==> config.mk <==
export PLATFORM = sky130hd
export DESIGN_NAME = stream_arbiter_mux
export DESIGN_NICKNAME = d
export VERILOG_FILES = /design/src/rtl/stream_arbiter_mux_pkg.sv /design/src/rtl/stream_arbiter_pick.sv /design/src/rtl/stream_arbiter_mux.sv
export SDC_FILE = /design/constraint.sdc
export NUM_CORES = 1
export LEC_CHECK = 0
export ABC_CLOCK_PERIOD_IN_PS = 8100
export CORE_MARGIN = 5
export CORE_UTILIZATION = 43
export DETAILED_ROUTE_END_ITERATION = 10
export GPL_TIMING_DRIVEN = 0
export PLACE_DENSITY = 0.86
export SYNTH_ARGS = -nofsm -noshare
export SYNTH_HDL_FRONTEND = slang
export SYNTH_SLANG_ARGS = --single-unit
export TNS_END_PERCENT = 1
==> constraint.sdc <==
create_clock -name clk -period 8.1 [get_ports clk]
set_input_delay 2.43 -clock clk [delete_from_list [all_inputs] [get_ports clk]]
set_output_delay 2.43 -clock clk [all_outputs]
set_load 0.01 [all_outputs]
==> src/rtl/stream_arbiter_mux_pkg.sv <==
`default_nettype none
// ============================================================================
//  Module      : stream_arbiter_mux_pkg
//  Description : Shared definitions for the streaming arbiter/multiplexer.
//                Holds the arbitration-mode constants, the packet state enum
//                and a helper that locates a channel slice inside a
//                flattened bus.
//  Revision    : 1.0  initial release
// ============================================================================
package stream_arbiter_mux_pkg;

    // Arbitration policy selectors
    localparam int MODE_FIXED = 0;  // lowest requesting index wins
    localparam int MODE_RR    = 1;  // rotating priority starting at rr pointer

    // Packet-level state: IDLE arbitrates per packet, BUSY holds the grant
    typedef enum logic [0:0] {
        IDLE = 1'b0,
        BUSY = 1'b1
    } state_t;

    // Lowest bit position of channel idx in a bus of width-bit slices
    function automatic int slice_lo(input int idx, input int width);
        return idx * width;
    endfunction

endpackage : stream_arbiter_mux_pkg
`default_nettype wire

==> src/rtl/stream_arbiter_pick.sv <==
`default_nettype none
// ============================================================================
//  Module      : stream_arbiter_pick
//  Description : Combinational request picker. Returns the index of the
//                winning request and a flag saying whether any request is
//                active.
//                  i_mode = 0 : lowest set index wins
//                  i_mode = 1 : first set index searching upward from i_ptr,
//                               wrapping from N-1 back to 0
//  Ports       : i_req    [N-1:0]      request vector
//                i_ptr    [IDX_W-1:0]  rotating search start
//                i_mode                arbitration policy
//                o_winner [IDX_W-1:0]  winning index (0 when no request)
//                o_any                 at least one request present
//  Revision    : 1.0  initial release
// ============================================================================
module stream_arbiter_pick #(
    parameter int IDX_W = 2,
    localparam int N    = 2 ** IDX_W
) (
    input  logic [N-1:0]     i_req,
    input  logic [IDX_W-1:0] i_ptr,
    input  logic             i_mode,
    output logic [IDX_W-1:0] o_winner,
    output logic             o_any
);

    logic [IDX_W-1:0] w_idx;
    logic             w_found;

    always_comb begin
        o_winner = '0;
        o_any    = |i_req;
        w_found  = 1'b0;
        w_idx    = '0;
        for (int k = 0; k < N; k++) begin
            // The IDX_W-bit sum wraps naturally, giving the circular search.
            w_idx = i_mode ? (i_ptr + IDX_W'(k)) : IDX_W'(k);
            if (!w_found && i_req[w_idx]) begin
                o_winner = w_idx;
                w_found  = 1'b1;
            end
        end
    end

endmodule : stream_arbiter_pick
`default_nettype wire

==> src/rtl/stream_arbiter_mux.sv <==
`default_nettype none
// ============================================================================
//  Module      : stream_arbiter_mux
//  Description : Registered N-to-1 streaming multiplexer with valid/ready
//                handshakes and packet-granular arbitration. A grant, once
//                given, is held until the granted channel delivers a beat
//                with its last flag set. A single output register stage
//                decouples the downstream consumer; throughput is one beat
//                per cycle while QR is high.
//  Options     : `define STREAM_ARBITER_MUX_STATS_EN adds port BC with one
//                16-bit wrapping completed-packet counter per channel.
//  Ports       : clk  clock, rising edge
//                rst  synchronous active-high reset
//                D    [WIDTH*N-1:0] flattened channel data
//                V    [N-1:0]       per-channel valid
//                L    [N-1:0]       per-channel last-beat flag
//                R    [N-1:0]       per-channel ready (combinational, one-hot)
//                Q    [WIDTH-1:0]   registered output data
//                QV                 output valid
//                QL                 output last flag
//                QS   [ADDRESS_SIZE-1:0] source channel of Q
//                QR                 downstream ready
//                BC   [16*N-1:0]    per-channel packet counters (option)
//  Revision    : 1.0  initial release
// ============================================================================
module stream_arbiter_mux
    import stream_arbiter_mux_pkg::*;
#(
    parameter int WIDTH        = 8,
    parameter int ADDRESS_SIZE = 2,
    parameter int MODE         = MODE_RR,
    localparam int N           = 2 ** ADDRESS_SIZE
) (
    input  logic                    clk,
    input  logic                    rst,
    input  logic [WIDTH*N-1:0]      D,
    input  logic [N-1:0]            V,
    input  logic [N-1:0]            L,
    output logic [N-1:0]            R,
    output logic [WIDTH-1:0]        Q,
    output logic                    QV,
    output logic                    QL,
    output logic [ADDRESS_SIZE-1:0] QS,
    input  logic                    QR
`ifdef STREAM_ARBITER_MUX_STATS_EN
    ,
    output logic [16*N-1:0]         BC
`endif
);

    localparam logic c_rr_en = (MODE == MODE_RR);
    localparam logic [ADDRESS_SIZE-1:0] c_one = ADDRESS_SIZE'(1);

    // ------------------------------------------------------------------
    // State
    // ------------------------------------------------------------------
    state_t                  r_state_q,  w_state_d;
    logic [ADDRESS_SIZE-1:0] r_grant_q,  w_grant_d;   // latched while BUSY
    logic [ADDRESS_SIZE-1:0] r_rr_q,     w_rr_d;      // round-robin start
    logic [WIDTH-1:0]        r_data_q,   w_data_d;
    logic                    r_valid_q,  w_valid_d;
    logic                    r_last_q,   w_last_d;
    logic [ADDRESS_SIZE-1:0] r_src_q,    w_src_d;

    // ------------------------------------------------------------------
    // Arbitration and source selection
    // ------------------------------------------------------------------
    logic [ADDRESS_SIZE-1:0] w_pick;
    logic                    w_any;
    logic [ADDRESS_SIZE-1:0] w_grant;
    logic                    w_space;
    logic                    w_offer;
    logic                    w_src_valid;
    logic                    w_accept;
    logic [WIDTH-1:0]        w_sel_data;
    logic                    w_sel_last;

    stream_arbiter_pick #(
        .IDX_W    (ADDRESS_SIZE)
    ) u_pick (
        .i_req    (V),
        .i_ptr    (r_rr_q),
        .i_mode   (c_rr_en),
        .o_winner (w_pick),
        .o_any    (w_any)
    );

    always_comb begin
        // Output slot is free when empty or being drained this cycle.
        w_space = ~r_valid_q | QR;
        w_grant = (r_state_q == BUSY) ? r_grant_q : w_pick;
        // In IDLE with no requests nobody is offered ready; in BUSY the
        // locked channel is offered ready whether or not it is valid.
        w_offer = w_space & ~rst & ((r_state_q == BUSY) | w_any);

        R           = '0;
        w_sel_data  = '0;
        w_sel_last  = 1'b0;
        w_src_valid = 1'b0;
        for (int i = 0; i < N; i++) begin
            if (ADDRESS_SIZE'(i) == w_grant) begin
                R[i]        = w_offer;
                w_sel_data  = D[slice_lo(i, WIDTH) +: WIDTH];
                w_sel_last  = L[i];
                w_src_valid = V[i];
            end
        end
        w_accept = w_src_valid & w_offer;
    end

    // ------------------------------------------------------------------
    // Next-state and output-register logic
    // ------------------------------------------------------------------
    always_comb begin
        w_state_d = r_state_q;
        w_grant_d = r_grant_q;
        w_rr_d    = r_rr_q;
        w_data_d  = r_data_q;
        w_last_d  = r_last_q;
        w_src_d   = r_src_q;
        w_valid_d = r_valid_q;

        if (w_accept) begin
            // Load takes priority; a simultaneous drain keeps QV high.
            w_data_d  = w_sel_data;
            w_last_d  = w_sel_last;
            w_src_d   = w_grant;
            w_valid_d = 1'b1;
            if (w_sel_last) begin
                w_state_d = IDLE;
                if (c_rr_en) begin
                    w_rr_d = w_grant + c_one;
                end
            end else begin
                w_state_d = BUSY;
                w_grant_d = w_grant;
            end
        end else if (QR) begin
            // Drained with nothing new: only valid drops, payload holds.
            w_valid_d = 1'b0;
        end
    end

    always_ff @(posedge clk) begin
        if (rst) begin
            r_state_q <= IDLE;
            r_grant_q <= '0;
            r_rr_q    <= '0;
            r_data_q  <= '0;
            r_valid_q <= 1'b0;
            r_last_q  <= 1'b0;
            r_src_q   <= '0;
        end else begin
            r_state_q <= w_state_d;
            r_grant_q <= w_grant_d;
            r_rr_q    <= w_rr_d;
            r_data_q  <= w_data_d;
            r_valid_q <= w_valid_d;
            r_last_q  <= w_last_d;
            r_src_q   <= w_src_d;
        end
    end

    assign Q  = r_data_q;
    assign QV = r_valid_q;
    assign QL = r_last_q;
    assign QS = r_src_q;

`ifdef STREAM_ARBITER_MUX_STATS_EN
    // ------------------------------------------------------------------
    // Completed-packet counters, one per channel, wrapping at 16 bits
    // ------------------------------------------------------------------
    for (genvar g = 0; g < N; g++) begin : g_stats
        logic [15:0] r_bc_q, w_bc_d;

        always_comb begin
            w_bc_d = r_bc_q;
            if (w_accept && w_sel_last && (w_grant == ADDRESS_SIZE'(g))) begin
                w_bc_d = r_bc_q + 16'd1;
            end
        end

        always_ff @(posedge clk) begin
            if (rst) begin
                r_bc_q <= '0;
            end else begin
                r_bc_q <= w_bc_d;
            end
        end

        assign BC[g*16 +: 16] = r_bc_q;
    end
`endif

endmodule : stream_arbiter_mux
`default_nettype wire

==> flow_summary.yaml <==
outcome:
  status: "completed"
final_layout:
  drive_above_1_share_pct: 14.0
  n_antenna_cell: 0
  layout_common_cells: "clkdlybuf4s50_1, dfxtp_1, inv_1, a21oi_1, nor2_1"
  area_delta_synth_final_pct: 52.9
  layout.nets: 255
  final_common_cell: "clkdlybuf4s50_1"
  final_util_pct: 67.7
global_routing:
  grt-ovfl-total: 0
  antenna_found_initial: 0
  grt_pass1_wl_mm: 6.23
  grt_pass1_vias: 1343
  grt_max_degree: 11
  grtUsageTotal_pct: 19.2
worst_setup_path:
  rr_endpoint: "r_rr_q[1]$_SDFFE_PP0P_"
  r2r_start: "r_rr_q[1]$_SDFFE_PP0P_"
  crit_path_frequent_cell: "clkdlybuf4s50_1"
  path_max_fanout: 10
  slowest_stage: "clkdlybuf4s50_1"
  r2r_slack_ns: 5.03
  path_cells: "clkdlybuf4s50_1 -> and4bb_2 -> o21a_1 -> a221o_2 -> inv_1 -> ha_1 -> clkbuf_1 -> clkbuf_2 -> and2_2 -> clkdlybuf4s50_1"
  criticalPathCategory: "in -> out"
  critPathLaunchType: "input pin"
  end_kind: "output pin"
  cp.required_ns: 5.67
  reg2regPathDepth: 10
  slowest_delay_ns: 0.60
  arrival_ns: 5.64
cts:
  cts_setup_buffers: 0
  clk_pin_slew_worst_paths_ns: 0.10
  ctsHoldBuffers: 0
  htree_num_levels: 1
  cts_inserted_buffers: 3
  tritoncts: "built"
  root_buffer: "clkbuf_4"
  clock_sinks: 17
  clk_latency_ns: 0.29
  cts_resized: 2
  cts_max_path_buffers: 2
synthesis:
  yosys_register_bits: 17
  synth_area_per_cell_um2: 8.29
  synth_cell_types: 40
  netlist_area_um2: 1210
  syn_inst: 146
  seq_area_frac_synth_pct: 28.1
  syn_nets: 193
  yosysWarnings: 0
sta:
  layout_min_cycle_time_ns: 8.07
  rsz0062_at_grt: "true"
  finClkSkew_ns: 0.00545
  final_max_slew_viol_count: 0
  finalSetupTns_ns: 0
  max_freq_mhz: 124
  relSlewSlack_pct: 64.9
  min_period_over_period_pct: 99.6
  worst_pin_slew_ns: 0.526
  setup_ws_ns: 0.0334
  timing_hold_violations_final: 0
  finalSetupViolations: 0
route:
  drt-initial-drc-count: 54
  dr.pass1.iters: 4
  routed_wl_mm: 3.89
  ant_nets: 0
  vias: 1384
  viasPerCell: 5.82
  drcViolationCount: 0
  routedWlPerCell_um: 16.3
placement:
  place_ws_ns: -0.0517
  gp_congestion: 0.806
  hpwlAfterDp_mm: 3.10
  io_buffers: 57
floorplan:
  fp.dieW_um: 63.0
  io_pins: 59
  rows: 19
  dieArea_um2: 3970
  die_h_um: 63.0
  core_um2: 2730
  start_util_pct: 44.3
power_and_ir_drop:
  ir_drop_v: 0.000171
  power.density_nw_per_um2: 245
  leakage_nw: 0.744
flow_run:
  drv_cap: 0
min_path:
  hold_path_end: "QS[1]$_SDFFE_PP0P_"
  whs_path_depth: 2
  hold_path_class: "reg -> reg"
  min_from: "QS[1]$_SDFFE_PP0P_"
## final cells by class
type | instances | area, um^2
Buffer | 10 | 56.3
Clock buffer | 3 | 22.5
Clock inverter | 1 | 5.00
Fill cell | 222 | 883
Inverter | 15 | 56.3
Multi-Input combinational cell | 104 | 761
Sequential cell | 17 | 340
Tap cell | 31 | 38.8
Timing Repair Buffer | 57 | 571
## worst max-delay path, delay by kind of cell
kind / cells / cell delay (ns)
adders and majority gates: 1 / 0.24
and+or+nand+nor: 2 / 0.48
buffers and inverters: 5 / 1.94
AOI/OAI and AO/OA: 2 / 0.54
## through the flow
step	hold slack, ns	power [mW]	cells	area, um^2
3_5_place_dp	0.464	0.404	234	1820
5_1_grt	0.514	0.483	238	1850
3_3_place_gp	0.448	0.392	234	1820
6_report	0.473	0.453	238	1850
4_1_cts	0.479	0.451	238	1850
2_1_floorplan	0.453	0.289	146	1210
## synth_stat cells (all sizes together)
library cell  count  area share [%]
o21ai             5             2.1
and3              1            0.93
mux2              2             2.5
and2              5             3.1
o21a              1            0.62
nor3b             1            0.62
a21bo             1            0.83
mux2i             1            0.83
nor3              9             4.5
nor4bb            2             1.7
nor2b             3             1.6
or2               1            0.52
a22oi             1             1.0
o221ai            1            0.72
and4bb            1             1.0
nor2             12             3.7
buf               2             1.0
a21oi            15             6.2
a221o             9             7.5
a221oi            8             7.2
and3b             1            0.72
nand2b            3             2.2
nand3b            1            0.62
a211oi            2             1.2
nand2             9             2.8
clkbuf            8             3.3
a2111o            1            0.93
ha                4             4.1
inv              15             4.7
nand3             2             1.2
o31ai             1             1.0
o41ai             1            0.72
dfxtp            17              28
## layer usage
layer | vias up | share of wire (%) | track usage (%)
met2 | 84 | 48 | 32.4
met5 | - | 0 | 0
met4 | 0 | 4.2 | 10.1
met3 | 21 | 7.9 | 3.42
li1 | 654 | - | -
met1 | 625 | 40 | 22.7
## cell families after synthesis
| family | count (synthesis) | synth area share, % |
|---|---|---|
| simple gates | 51 | 25.2 |
| compound gates | 46 | 30.2 |
| buf+inv | 25 | 9.00 |
| flops | 17 | 28.1 |
| fa+ha+maj | 4 | 4.14 |
| mux | 3 | 3.31 |
## registers in the layout, summed over array words and instances, names as in the netlist
name / cells
Q: 8
QL: 1
QS: 2
QV: 1
r_grant_q: 2
r_rr_q: 2
r_state_q: 1
## worst max path at each step
stage	start	to	slack [ns]	depth (start not counted)
CTS	V[1]	R[3]	0.03	10
global route	V[1]	R[2]	-0.07	10
global placement	V[1]	R[3]	0.1	10
detailed placement	V[1]	R[3]	-0.05	10
finish	V[1]	R[2]	0.03	10
floorplan	V[1]	R[3]	1.46	8
## where the power goes
group          internal [mW]  switching, mW  leakage [nW]  total (mW)
Clock                 0.0184         0.0282        0.0177      0.0466
Combinational          0.141          0.129         0.588       0.270
Sequential             0.116         0.0207         0.139       0.136
Total                  0.275          0.178         0.744       0.453
Power figures use the tool's default switching activity.
